<file path="src/rtl/arb_pkg.sv">
// Shared types for the four-way round-robin port arbiter.
package arb_pkg;

    localparam int NREQ = 4;

    typedef enum logic {
        IDLE,
        BUSY
    } arb_state_t;

    typedef logic [1:0] req_idx_t;

endpackage

</file>
<file path="src/rtl/rr_pick.sv">
// Rotating-priority encoder: first set request after last_winner, wrapping.
module rr_pick
    import arb_pkg::*;
(
    input  logic [NREQ-1:0] req,
    input  req_idx_t        last_winner,
    output logic            any,
    output req_idx_t        idx
);

    req_idx_t cand;

    // Scan farthest-first so the nearest set request overwrites the result.
    always_comb begin
        any  = 1'b0;
        idx  = '0;
        cand = '0;
        for (int i = NREQ; i >= 1; i--) begin
            cand = last_winner + req_idx_t'(i);
            if (req[cand]) begin
                any = 1'b1;
                idx = cand;
            end
        end
    end

endmodule

</file>
<file path="src/rtl/shared_port_arbiter4.sv">
// Round-robin owner sequencing for a shared 32-bit resource port.
module shared_port_arbiter4
    import arb_pkg::*;
#(
    parameter int MAX_LOCK = 4,
    parameter int TIMEOUT  = 64
) (
    input  logic            clk,
    input  logic            reset_n,
    input  logic [NREQ-1:0] req,
    input  logic [NREQ-1:0] lock,
    input  logic            done,
    output logic [NREQ-1:0] grant,
    output req_idx_t        sel,
    output logic            gnt_valid,
    output logic            start,
    output logic            timeout_err
);

    localparam int LCW = $clog2(MAX_LOCK) + 1;
    localparam int WDW = $clog2(TIMEOUT) + 1;

    arb_state_t     state;
    req_idx_t       last_winner;
    logic [LCW-1:0] lock_cnt;
    logic [WDW-1:0] wd_cnt;

    logic     pick_any;
    req_idx_t pick_idx;

    rr_pick u_pick (
        .req         (req),
        .last_winner (last_winner),
        .any         (pick_any),
        .idx         (pick_idx)
    );

    // sel doubles as the owner index while BUSY.
    always_ff @(posedge clk or negedge reset_n) begin
        if (!reset_n) begin
            state       <= IDLE;
            grant       <= '0;
            sel         <= '0;
            gnt_valid   <= 1'b0;
            start       <= 1'b0;
            timeout_err <= 1'b0;
            last_winner <= req_idx_t'(NREQ - 1);
            lock_cnt    <= '0;
            wd_cnt      <= '0;
        end else begin
            start       <= 1'b0;
            timeout_err <= 1'b0;
            unique case (state)
                IDLE: begin
                    if (pick_any) begin
                        state       <= BUSY;
                        grant       <= NREQ'(1) << pick_idx;
                        sel         <= pick_idx;
                        gnt_valid   <= 1'b1;
                        start       <= 1'b1;
                        last_winner <= pick_idx;
                        lock_cnt    <= '0;
                        wd_cnt      <= '0;
                    end
                end
                BUSY: begin
                    if (done) begin
                        if (lock[sel] && req[sel] &&
                            lock_cnt < LCW'(MAX_LOCK - 1)) begin
                            start    <= 1'b1;
                            lock_cnt <= lock_cnt + 1'b1;
                            wd_cnt   <= '0;
                        end else begin
                            state     <= IDLE;
                            grant     <= '0;
                            gnt_valid <= 1'b0;
                        end
                    end else if (!req[sel]) begin
                        state     <= IDLE;
                        grant     <= '0;
                        gnt_valid <= 1'b0;
                    end else if (wd_cnt == WDW'(TIMEOUT - 1)) begin
                        state       <= IDLE;
                        grant       <= '0;
                        gnt_valid   <= 1'b0;
                        timeout_err <= 1'b1;
                    end else begin
                        wd_cnt <= wd_cnt + 1'b1;
                    end
                end
                default: state <= IDLE;
            endcase
        end
    end

endmodule

</file>
<file path="config.mk">
export PLATFORM = sky130hd
export DESIGN_NAME = shared_port_arbiter4
export DESIGN_NICKNAME = d
export VERILOG_FILES = /design/src/rtl/arb_pkg.sv /design/src/rtl/rr_pick.sv /design/src/rtl/shared_port_arbiter4.sv
export SDC_FILE = /design/constraint.sdc
export NUM_CORES = 1
export LEC_CHECK = 0
export BUFFER_PORTS_ARGS = -buffer_cell sky130_fd_sc_hd__buf_2
export CORE_MARGIN = 4
export CORE_UTILIZATION = 35
export DETAILED_ROUTE_END_ITERATION = 8
export GPL_ROUTABILITY_DRIVEN = 0
export PLACE_DENSITY_LB_ADDON = 0.05
export SLEW_MARGIN = 30
export SYNTH_ARGS = -nofsm -noshare
export SYNTH_HDL_FRONTEND = slang
export SYNTH_SLANG_ARGS = --single-unit
</file>
<file path="constraint.sdc">
create_clock -name clk -period 2.3 [get_ports clk]
set_input_delay 0.46 -clock clk [delete_from_list [all_inputs] [get_ports clk]]
set_output_delay 0.46 -clock clk [all_outputs]
set_load 0.005 [all_outputs]
</file>
After elaboration in Yosys (flattened, before gate mapping)
Index checks and enable logic that the tools add are counted.

operators by class
  add/sub/neg operators = 5
  $lt $le $gt $ge = 6
  eq/ne operators = 9
  shift operators = 1
  muxes and demuxes = 54
  bitwise logic cells = 1
  reductions and logical operators = 6

operators with widths
  kind                   count
  $mux W7                5
  $mux W1                25
  $mux W4                5
  $lt A2 B3 Y1 const B   5
  $pmux W7 S2            1
  $bmux W1 S2            6
  $mux W3                3
  $mux W2                4
  $pmux W4 S2            1
  $add A7 B1 Y7 const B  1
  $eq A7 B6 Y1 const B   1
  $ne A3 B2 Y1 const B   2
  $ne A3 B3 Y1 const B   2
  $pmux W1 S2            3
  $pmux W3 S2            1
  $reduce_and A3 Y1      2
  $add A2 B2 Y2 const B  2
  $ne A2 B2 Y1 const B   2
  $ne A4 B3 Y1 const B   1
  $reduce_and A4 Y1      1
  $shl A1 B2 Y4 const A  1
  $add A3 B1 Y3 const B  1
  $lt A3 B2 Y1 const B   1
  $add A2 B1 Y2 const B  1
  4 further kinds        5

storage, ports and cells
  register bits after elaboration = 22
  bits of input ports = 11
  output and inout bits = 9
  word-level logic and storage cells = 91

Logic depth before layout (Yosys ltp)
Gate-level depths: netlist of the first run.

  word-level depth = 9
  gate-level depth with buffers = 6
  mapped depth without buffers = 6

Cells and area by module
A second synthesis of the first run with hierarchy kept.

second synthesis, totals
  cell total of the unflattened synthesis = 122
  area, all modules = 1202.4 um^2

by module, submodules not included
  module                instances  cells each  area an instance (um^2)  sequential area each (um^2)
  shared_port_arbiter4  1          108         1111.1                   553.0
  rr_pick               1          14          91.3                     0.0

Worst setup path before layout of the first run
Ideal clock, no wire load.

  path kind = in2reg
  start = input lock[3]
  end = register grant[3]
  library setup time = 0.121 ns
  data arrival time = 1.645 ns
  data required time = 2.179 ns
  slack = 0.534 ns
  stages on the path = 5
  buffers on the path = 0
  path through = mux4_2 -> and4b_4 -> o21ai_1 -> o21ai_1 -> a22o_1

on the way
  cells in the longest elaborated chain, start to end = 6

RTL lines
  item                              line                        text
  start: declaration                shared_port_arbiter4.sv:11  input logic [NREQ-1:0] lock,
  $bmux W1 S2                       shared_port_arbiter4.sv:68  if (lock[sel] && req[sel] &&
  $mux W1 (not written as such)     shared_port_arbiter4.sv:68
  $logic_and A1 B1 Y1 (2 in a row)  shared_port_arbiter4.sv:68
  $ne A3 B3 Y1 (no line)            -
  $reduce_and A3 Y1 (no line)       -
  end signal: assignment            shared_port_arbiter4.sv:57  grant <= NREQ'(1) << pick_idx;
  end: declaration                  shared_port_arbiter4.sv:13  output logic [NREQ-1:0] grant,

No other way between the ends. The select of a mux whose other input is x is not followed.
A chain may end at the register's enable or synchronous reset.

Worst setup path after layout of the first run
  start = register sel[0]
  end = register grant[0]

on the way
  cells in the longest elaborated chain, start to end = 6
  elaborated cells between the ends (all ways) = 12
  classes of those cells = eq/ne: 2; mux: 7; reduce/logical: 3

RTL lines
  item                              line                                                    text
  start: declaration                shared_port_arbiter4.sv:14                              output req_idx_t sel,
  start signal: assignment          shared_port_arbiter4.sv:58                              sel <= pick_idx;
  $bmux W1 S2 (on tied branches)    shared_port_arbiter4.sv:68, shared_port_arbiter4.sv:78
  $mux W1 (on tied branches)        shared_port_arbiter4.sv:68, shared_port_arbiter4.sv:78
  $logic_and A1 B1 Y1 (2 in a row)  shared_port_arbiter4.sv:68
  $ne A3 B3 Y1 (no line)            -
  $reduce_and A3 Y1 (no line)       -

Parallel ways exist; a longest one is shown, timed or not. The select of a mux whose other input is x is not followed.

==> results.toml, run 1 <==
[cells_and_area]
finalNetCount = 144
syn_to_final_growth_pct = 15.9
drive_gt1_share_pct = 29.2
antenna_cells = 0
fin_util_pct = 42.2

[logic_synthesis]
avgSynthCellArea_sq_um = 10.4
synth_area_leaders = "dfrtp_1, dfstp_2, mux4_2, nand2_1, nor2_1"
syn_inst = 107
synth.most_common_cell = "dfrtp_1"
ys_seq_area_share_pct = 49.7
ys_warn_count = 0
ys_ff_latch = 22
syn-num-nets = 120
yosys-top-cells-count = "dfrtp_1, nand2_1, nor2_1, nand3_1"
synthArstFlopShare_pct = 100
ys_types = 36
synth_edf_count = 0
synth_area_sq_um = 1110
ys.flop_type = "dfrtp_1"
yosys.area.top_type = "dfrtp_1"
yosys.area.top_type_share_pct = 45.0

[grt]
globalRouteOverflowTotal = 0
grt_pass1_wl_um = 4070
grt_start_max_net_pins = 23
antenna_found_initial = 0
grt_pass1_vias = 897
track_usage_pct = 12.6

[drt]
drt-wirelength-per-cell_um = 13.4
viasPerCell = 4.83
drt-initial-drc-count = 23
dr.pass1.iters = 4
drc = 0
num_vias = 840
drt-total-wl_um = 2330
antenna_left = 0

[critical_path]
cp-end-kind = "flip-flop"
critPathLaunchType = "flip-flop"
cpMostUsedCell = "o21ai_1"
worstSetupStartpoint = "sel[0]$_DFFE_PN0P_"
slowest_delay_ps = 530
cp_max_fo = 4
cp_slowest_cell = "mux4_2"
worstSetupPathType = "flip-flop to flip-flop"
cp.arrival_ps = 2150
endpoint = "grant[0]$_DFFE_PN0P_"
r2r_slack_ps = 340
worstPathCellList = "mux4_2 > and4b_4 > o21ai_1 > o21ai_1 > a22o_1"
reg2reg_depth = 5
r2r-end = "grant[0]$_DFFE_PN0P_"
worst_ep_required_time_ps = 2490
rr_startpoint = "sel[0]$_DFFE_PN0P_"

[power_and_ir_drop]
p_leak_nw = 0.572
combPwrFrac_pct = 39.7
pwr-share-seq_pct = 46.4
swShare_pct = 36.3
vdd_drop_max_v = 0.000473
internal-power_mw = 0.825
powerDensity_nw_per_um2 = 1010
clkPwrFrac_pct = 14.0
p_sw_mw = 0.470

[clock_tree]
cts_resized = 0
cts_buffers = 3
worstSkewPairLatency_ps = 300
cts_setup_buffers = 0
h-tree-depth = 1
clk_pin_slew_worst_paths_ps = 130
clock_sinks = 22
postCtsHoldBufs = 0
cts-root-buf = "clkbuf_4"
clk_path_buf_depth = 2
cts_tree = "done"

[sta]
finalMaxSlewViolations = 0
setup_violations = 0
relSlewSlack_pct = 67.1
rsz0062_at_grt = "no"
setup_tns_ps = 0
skew_ps = 10.3
fin_crit_ps = 1960
period_share_pct = 85.0
fmax_ghz = 0.511
hold_viol_final = 0
worst_slew_pin_slew_ps = 493

[floorplanning]
fp.dieW_um = 64.4
die-area_sq_um = 4140
core_area_sq_um = 3050
die_h_um = 64.4
rows = 20
initial_utilization_pct = 36.4
ios = 20

[placement]
detailed_place_hpwl_um = 1810
portBuffers = 19

[flow_run]
max_cap_violations = 0

[run_status]
status = "finished clean"

[worst_hold_path]
hold_path.class = "input pin to asynchronous set/reset pin"
## cell usage in the layout, fill, tap and decap left out, types with 2 or more instances in the layout
cell | synthesis | layout
ha_1 | 2 | 2
o21ai_0 | 4 | 4
o21a_1 | 2 | 2
nor3_1 | 3 | 3
and2_4 | 2 | 2
a21o_1 | 4 | 4
a22o_1 | 2 | 2
nor2_2 | 4 | 4
nor2_1 | 11 | 11
buf_2 | 0 | 19
buf_4 | 0 | 2
dfstp_2 | 2 | 2
nand2b_1 | 3 | 3
nand2_1 | 11 | 11
nor2b_1 | 3 | 3
clkbuf_4 | 0 | 3
dfrtp_1 | 20 | 20
o211ai_1 | 2 | 2
o21ai_1 | 2 | 2
a21oi_1 | 2 | 2
mux4_2 | 2 | 2
nand3_1 | 6 | 6
xnor2_1 | 4 | 4
## per-stage QoR
stage                     std cells  power [mW]  hold WS [ps]  setup slack [ps]  area (sq um)
after floorplan                 107       0.953           164               534          1110
after global placement          170        1.13           458               222          1260
after detailed placement        170        1.13           466               266          1260
after CTS                       174        1.32           114               335          1290
after global routing            174        1.41           126               217          1290
final                           174        1.30          98.8               344          1290
## final cells by class
type	count	area, sq um
fillers	327	1760
flip-flops and latches	22	553
inverters	1	3.75
repair buffers	21	110
multi-input cells	82	541
well taps	44	55.1
clock buffers	4	26.3
## per-layer routing
metal,vias up,global-route usage (%),routed length [um]
li1,428,-,-
met1,398,17.6,1230
met2,12,19.7,1010
met3,2,2.81,71
met4,0,3.17,15
met5,-,0,0
## worst min-delay path by stage
| stage | end | slack [ps] | depth (start not counted) |
|---|---|---|---|
| floorplan | gnt_valid$_DFFE_PN0P_ | 160 | 0 |
| global placement | gnt_valid$_DFFE_PN0P_ | 460 | 1 |
| detailed placement | gnt_valid$_DFFE_PN0P_ | 470 | 1 |
| CTS | wd_cnt[0]$_DFFE_PN0P_ | 110 | 1 |
| global route | timeout_err$_DFF_PN0_ | 130 | 1 |
| finish | wd_cnt[0]$_DFFE_PN0P_ | 100 | 1 |
## worst max-delay path: cells and delay by family (launching register included)
| family | cells | cell delay (ps) |
|---|---|---|
| DFF | 1 | 450 |
| muxes | 1 | 530 |
| AOI/OAI and AO/OA | 3 | 660 |
| and+or+nand+nor | 1 | 210 |
## registers in the layout (all words and copies together), names as in the netlist
name,flops
lock_cnt,3
wd_cnt,7
sel,2
start,1
last_winner,2
state,1
gnt_valid,1
grant,4
timeout_err,1
## cell families after synthesis
| kind of cell | synth area share (%) |
|---|---|
| multiplexers | 4.05 |
| XOR/XNOR | 3.15 |
| AND/OR/NAND/NOR | 23.1 |
| adder cells (fa/ha/maj) | 2.25 |
| AO/OA/AOI/OAI | 16.1 |
| flip-flops | 49.7 |
| buffers and inverters | 1.69 |
## power by group through the flow
stage	Combinational [mW]	Sequential [mW]	Clock, mW
floorplan	0.355	0.598	0
global placement	0.525	0.609	0
detailed placement	0.520	0.611	0
CTS	0.523	0.602	0.194
global route	0.577	0.623	0.213
finish	0.514	0.600	0.181
(Power assumes the default switching activity.)
==> run 2: changes to the inputs <==
--- a/config.mk
+++ b/config.mk
@@ -7,2 +7,3 @@
 export LEC_CHECK = 0
+export ABC_AREA = 1
 export BUFFER_PORTS_ARGS = -buffer_cell sky130_fd_sc_hd__buf_2
@@ -13,2 +14,3 @@
 export PLACE_DENSITY_LB_ADDON = 0.05
+export SKIP_CTS_REPAIR_TIMING = 1
 export SLEW_MARGIN = 30
==> constraint.sdc (replaced) <==
create_clock -name clk -period 2.3 [get_ports clk]
set_input_delay 0.115 -clock clk [delete_from_list [all_inputs] [get_ports clk]]
set_output_delay 0.115 -clock clk [all_outputs]
set_load 0.005 [all_outputs]
==> run 2 against run 1 <==
Against the previous run:
- global-route usage up 1.5 points
- highest routed layer unchanged
- synthesized cell count grew 99%
- first-iteration DRC count rose by 70%
- wire length grew 38%
- final cell count is 64% higher
==> results.toml, run 2 <==
[floorplanning]
die_h_um = 72.3
die-area_sq_um = 5230
rows = 23
ios = 20
core_area_sq_um = 4000
initial_utilization_pct = 36.2
fp.dieW_um = 72.3

[sta]
fmax_ghz = 0.542
worst_slew_pin_slew_ps = 516
finalMaxSlewViolations = 0
relSlewSlack_pct = 65.6
setup_tns_ps = 0
period_share_pct = 80.2
skew_ps = 3.93
rsz0062_at_grt = "no"
fin_crit_ps = 1840
hold_viol_final = 0
setup_violations = 0

[grt]
globalRouteOverflowTotal = 0
grt_pass1_wl_um = 5930
grt_start_max_net_pins = 23
track_usage_pct = 14.1
grt_pass1_vias = 1326
antenna_found_initial = 0

[logic_synthesis]
synthArstFlopShare_pct = 100
ys_seq_area_share_pct = 38.2
avgSynthCellArea_sq_um = 6.80
ys.flop_type = "dfrtp_1"
syn-num-nets = 226
ys_types = 24
synth.most_common_cell = "nand2_1"
synth_area_leaders = "dfrtp_1, nand2_1, nand3_1, inv_1, nand2_2"
ys_ff_latch = 22
syn_inst = 213
yosys.area.top_type_share_pct = 34.5
synth_edf_count = 0
ys_warn_count = 0
yosys-top-cells-count = "nand2_1, nand3_1, inv_1, dfrtp_1, nor2_1"
synth_area_sq_um = 1450
yosys.area.top_type = "dfrtp_1"

[critical_path]
slowest_delay_ps = 630
worstPathCellList = "nand2_1 > nand3_1 > nand2_1 > nor2_4 > nand3_4 > nand2_4 > nand2_2 > nand2_1 > nand2_1"
cpMostUsedCell = "nand2_1"
cp.arrival_ps = 2010
worstSetupPathType = "flip-flop to flip-flop"
cp_max_fo = 19
cp_slowest_cell = "dfstp_2"
path_buf_inv = 0
worst_ep_required_time_ps = 2460
critPathLaunchType = "flip-flop"
cp_top_family = "simple AND/OR/NAND/NOR gates"
cp-end-kind = "flip-flop"

[clock_tree]
clock_sinks = 22
clk_pin_slew_worst_paths_ps = 80
cts_tree = "done"
cts_buffers = 3
h-tree-depth = 1
clk_path_buf_depth = 2
worstSkewPairLatency_ps = 270
cts-root-buf = "clkbuf_8"

[drt]
drt-initial-drc-count = 39
dr.pass1.iters = 4
drc = 0
drt-total-wl_um = 3210
viasPerCell = 4.60
drt-wirelength-per-cell_um = 11.2
num_vias = 1317
antenna_left = 0

[worst_hold_path]
hold_path.class = "input pin to flip-flop"

[cells_and_area]
antenna_cells = 0
regMostFlops = "wd_cnt"
syn_to_final_growth_pct = 14.1
largestRegisters = "wd_cnt x7, grant x4, lock_cnt x3"
largest_reg_flops = 7
finalNetCount = 250
drive_gt1_share_pct = 20.3
fillers = 452
layout_common_cells = "nand2_1, nand3_1, inv_1"
fin_util_pct = 41.3
final_common_cell = "nand2_1"

[power_and_ir_drop]
p_leak_nw = 0.967
vdd_drop_max_v = 0.000433
powerDensity_nw_per_um2 = 1300

[placement]
detailed_place_hpwl_um = 2430
portBuffers = 19

[flow_run]
max_cap_violations = 0

[run_status]
status = "finished clean"
-- run 2: cell count changes after synthesis, sizes merged, moves of 3 or more --
| cell | delta |
|---|---|
| nand3 | +24 |
| nand2b | -3 |
| o21ai | -4 |
| inv | +30 |
| a21o | -4 |
| xnor2 | -4 |
| nor2b | -3 |
| nand2 | +86 |
-- run 2: cell type report --
class,count,area [sq um],share of cell area [%]
clock buffers,4,55.1,3.33
inverters,32,123,7.42
well taps,50,62.6,3.79
multi-input cells,157,747,45.2
flip-flops and latches,22,553,33.5
repair buffers,21,113,6.81
-- run 2: worst paths after layout --
path	depth (start not counted)	slack, ps	startpoint	end
worst max register to register	9	460	last_winner[0]$_DFFE_PN1P_	wd_cnt[5]$_DFFE_PN0P_
min in group asynchronous	2	350	reset_n	grant[0]$_DFFE_PN0P_
worst min-delay path	4	210	done	wd_cnt[4]$_DFFE_PN0P_
worst max-delay path	9	460	last_winner[0]$_DFFE_PN1P_	wd_cnt[5]$_DFFE_PN0P_
worst min register to register	2	480	grant[0]$_DFFE_PN0P_	grant[0]$_DFFE_PN0P_
max in group asynchronous	2	1590	reset_n	last_winner[0]$_DFFE_PN1P_
-- run 2: report_power, final --
group	internal, mW	switching, mW
Combinational	0.394	0.849
Clock	0.153	0.130
Sequential	0.518	0.108
Total	1.06	1.09
-- run 2: through the flow --
step	cell area (sq um)	worst slack [ps]	power, mW	hold slack (ps)	cells
after CTS	1640	432	2.18	-166	285
after global routing	1650	280	2.41	218	286
final	1650	456	2.15	205	286
after detailed placement	1590	445	1.90	123	281
after global placement	1590	478	1.90	126	281
after floorplan	1450	727	1.63	-181	213
-- run 2: kinds of logic after synthesis --
kind of cell             after synthesis  share of synthesized area, %
AO/OA/AOI/OAI                          6                          2.07
adder cells (fa/ha/maj)                2                          1.73
buffers and inverters                 34                          10.3
flip-flops                            22                          38.2
AND/OR/NAND/NOR                      149                          47.8
-- run 2: metal layers --
metal / routed length (um) / share of wire, % / GRT usage (%)
met5: 0 / 0 / 0
met4: 40 / 1.2 / 4.59
met3: 53 / 1.7 / 2.08
met2: 1660 / 52 / 25.0
met1: 1460 / 45 / 17.5
-- run 2: worst reg2reg max path, delay by kind of cell (launching register included) --
kind	cells	cell delay, ps
AND/OR/NAND/NOR	9	1110
flip-flops	1	630
==> run 3: changes to the inputs <==
- ABC_AREA: 1 -> 0
- clock period: 2.3 -> 1.8 ns (I/O delays scaled with it)
==> run 3 against run 2 <==
Against the previous run:
- register-to-register slack worse by 370 ps
- final cell count down 36%
- sequential share of layout area up 6.5 points
- sequential cell count unchanged
- clock-buffer cell count unchanged
- wire length down 22%
==> results.toml, run 3 (synthesis gave the netlist of run 1 again) <==
[run_status]
status = "finished clean"

[clock_tree]
clk_pin_slew_worst_paths_ps = 120
cts_tree = "done"
h-tree-depth = 1
clock_sinks = 22
worstSkewPairLatency_ps = 300
cts-root-buf = "clkbuf_4"
cts_buffers = 3
clk_path_buf_depth = 2

[drt]
num_vias = 911
drc = 0
viasPerCell = 4.98
drt-total-wl_um = 2510
dr.pass1.iters = 4
antenna_left = 0
drt-initial-drc-count = 60
drt-wirelength-per-cell_um = 13.7

[cells_and_area]
instances_no_fill = 183
largest_reg_flops = 7
drive_gt1_share_pct = 36.0
syn_to_final_growth_pct = 24.3
largestRegisters = "wd_cnt x7, grant x4, lock_cnt x3"
regMostFlops = "wd_cnt"
final_area_sq_um = 1380
final_common_cell = "dfrtp_1"
finalNetCount = 153
layout_common_cells = "dfrtp_1, buf_2, nor2_1, nand2_1, buf_4"
antenna_cells = 0

[sta]
setup_violations = 0
fin_hold_ws_ps = 119
hold_viol_final = 0
skew_ps = 2.18
rsz0062_at_grt = "no"
relSlewSlack_pct = 54.0
worst_slew_pin_slew_ps = 682
fmax_ghz = 0.585
period_share_pct = 95.0
setup_tns_ps = 0
finalMaxSlewViolations = 0
fin_crit_ps = 1710

[flow_run]
max_cap_violations = 0

[floorplanning]
die_h_um = 64.4
die-area_sq_um = 4140
core_area_sq_um = 3050
fp.dieW_um = 64.4
rows = 20
ios = 20
initial_utilization_pct = 36.4

[worst_hold_path]
hold_path.class = "input pin to flip-flop"
min_from = "done"

[grt]
globalRouteOverflowTotal = 0
grt_pass1_vias = 948
track_usage_pct = 13.6
grt_start_max_net_pins = 23
grt_pass1_wl_um = 4400
antenna_found_initial = 0

[critical_path]
worstSetupPathType = "flip-flop to flip-flop"
worstSetupStartpoint = "sel[0]$_DFFE_PN0P_"
cp.arrival_ps = 1920
cp_slowest_cell = "mux4_2"
worst_ep_required_time_ps = 2010
cp-end-kind = "flip-flop"
rr_startpoint = "sel[0]$_DFFE_PN0P_"
worstPathCellList = "mux4_2 > and4b_4 > o21ai_4 > o21ai_2 > a22o_1"
critPathLaunchType = "flip-flop"
path_buf_inv = 0
cp_max_fo = 4
slowest_delay_ps = 510
cp_top_family = "multiplexers"

[power_and_ir_drop]
vdd_drop_max_v = 0.000610
p_leak_nw = 0.619
power.total_mw = 1.81
powerDensity_nw_per_um2 = 1310

[placement]
portBuffers = 19
placed_cells = 178
detailed_place_hpwl_um = 1930
placed_area_sq_um = 1320
## run 3: path summary, 6_finish.rpt
| check | slack [ps] | depth (start not counted) | endpoint |
|---|---|---|---|
| setup / recovery | 90 | 5 | grant[3]$_DFFE_PN0P_ |
| hold / removal | 120 | 4 | wd_cnt[1]$_DFFE_PN0P_ |
| setup reg to reg | 90 | 5 | grant[3]$_DFFE_PN0P_ |
| hold reg to reg | 500 | 1 | grant[2]$_DFFE_PN0P_ |
| max in group asynchronous | 1170 | 2 | last_winner[0]$_DFFE_PN1P_ |
| min in group asynchronous | 270 | 2 | state$_DFF_PN0_ |
## run 3: stage by stage
step                util (%)  worst slack (ps)
detailed placement      43.3              25.9
CTS                     44.2              7.53
finish                  45.3              90.0
floorplan                  -              37.3
global route            45.3              3.66
global placement        43.3              61.0
## run 3: area by class of cell
type                    count  area, sq um
clock buffers               4         26.3
fillers                   318         1670
inverters                   1         3.75
multi-input cells          82          564
flip-flops and latches     22          553
well taps                  44         55.1
repair buffers             30          180
## run 3: worst min-delay path, stage by stage
cell	delay, ps
buf_2	110
nor2b_1	70
nand3_1	80
nand2_1	40
## run 3: routing by layer
| layer | routed length, um | track usage (%) | vias up |
|---|---|---|---|
| met5 | 0 | 0 | - |
| met4 | 12 | 3.17 | 0 |
| met3 | 83 | 2.99 | 2 |
| met2 | 1100 | 20.6 | 14 |
| met1 | 1310 | 19.7 | 445 |
| li1 | - | - | 450 |
## run 3: power breakdown
part | switching, mW | internal, mW
clock | 0.150 | 0.0863
combinational | 0.396 | 0.420
sequential | 0.109 | 0.649
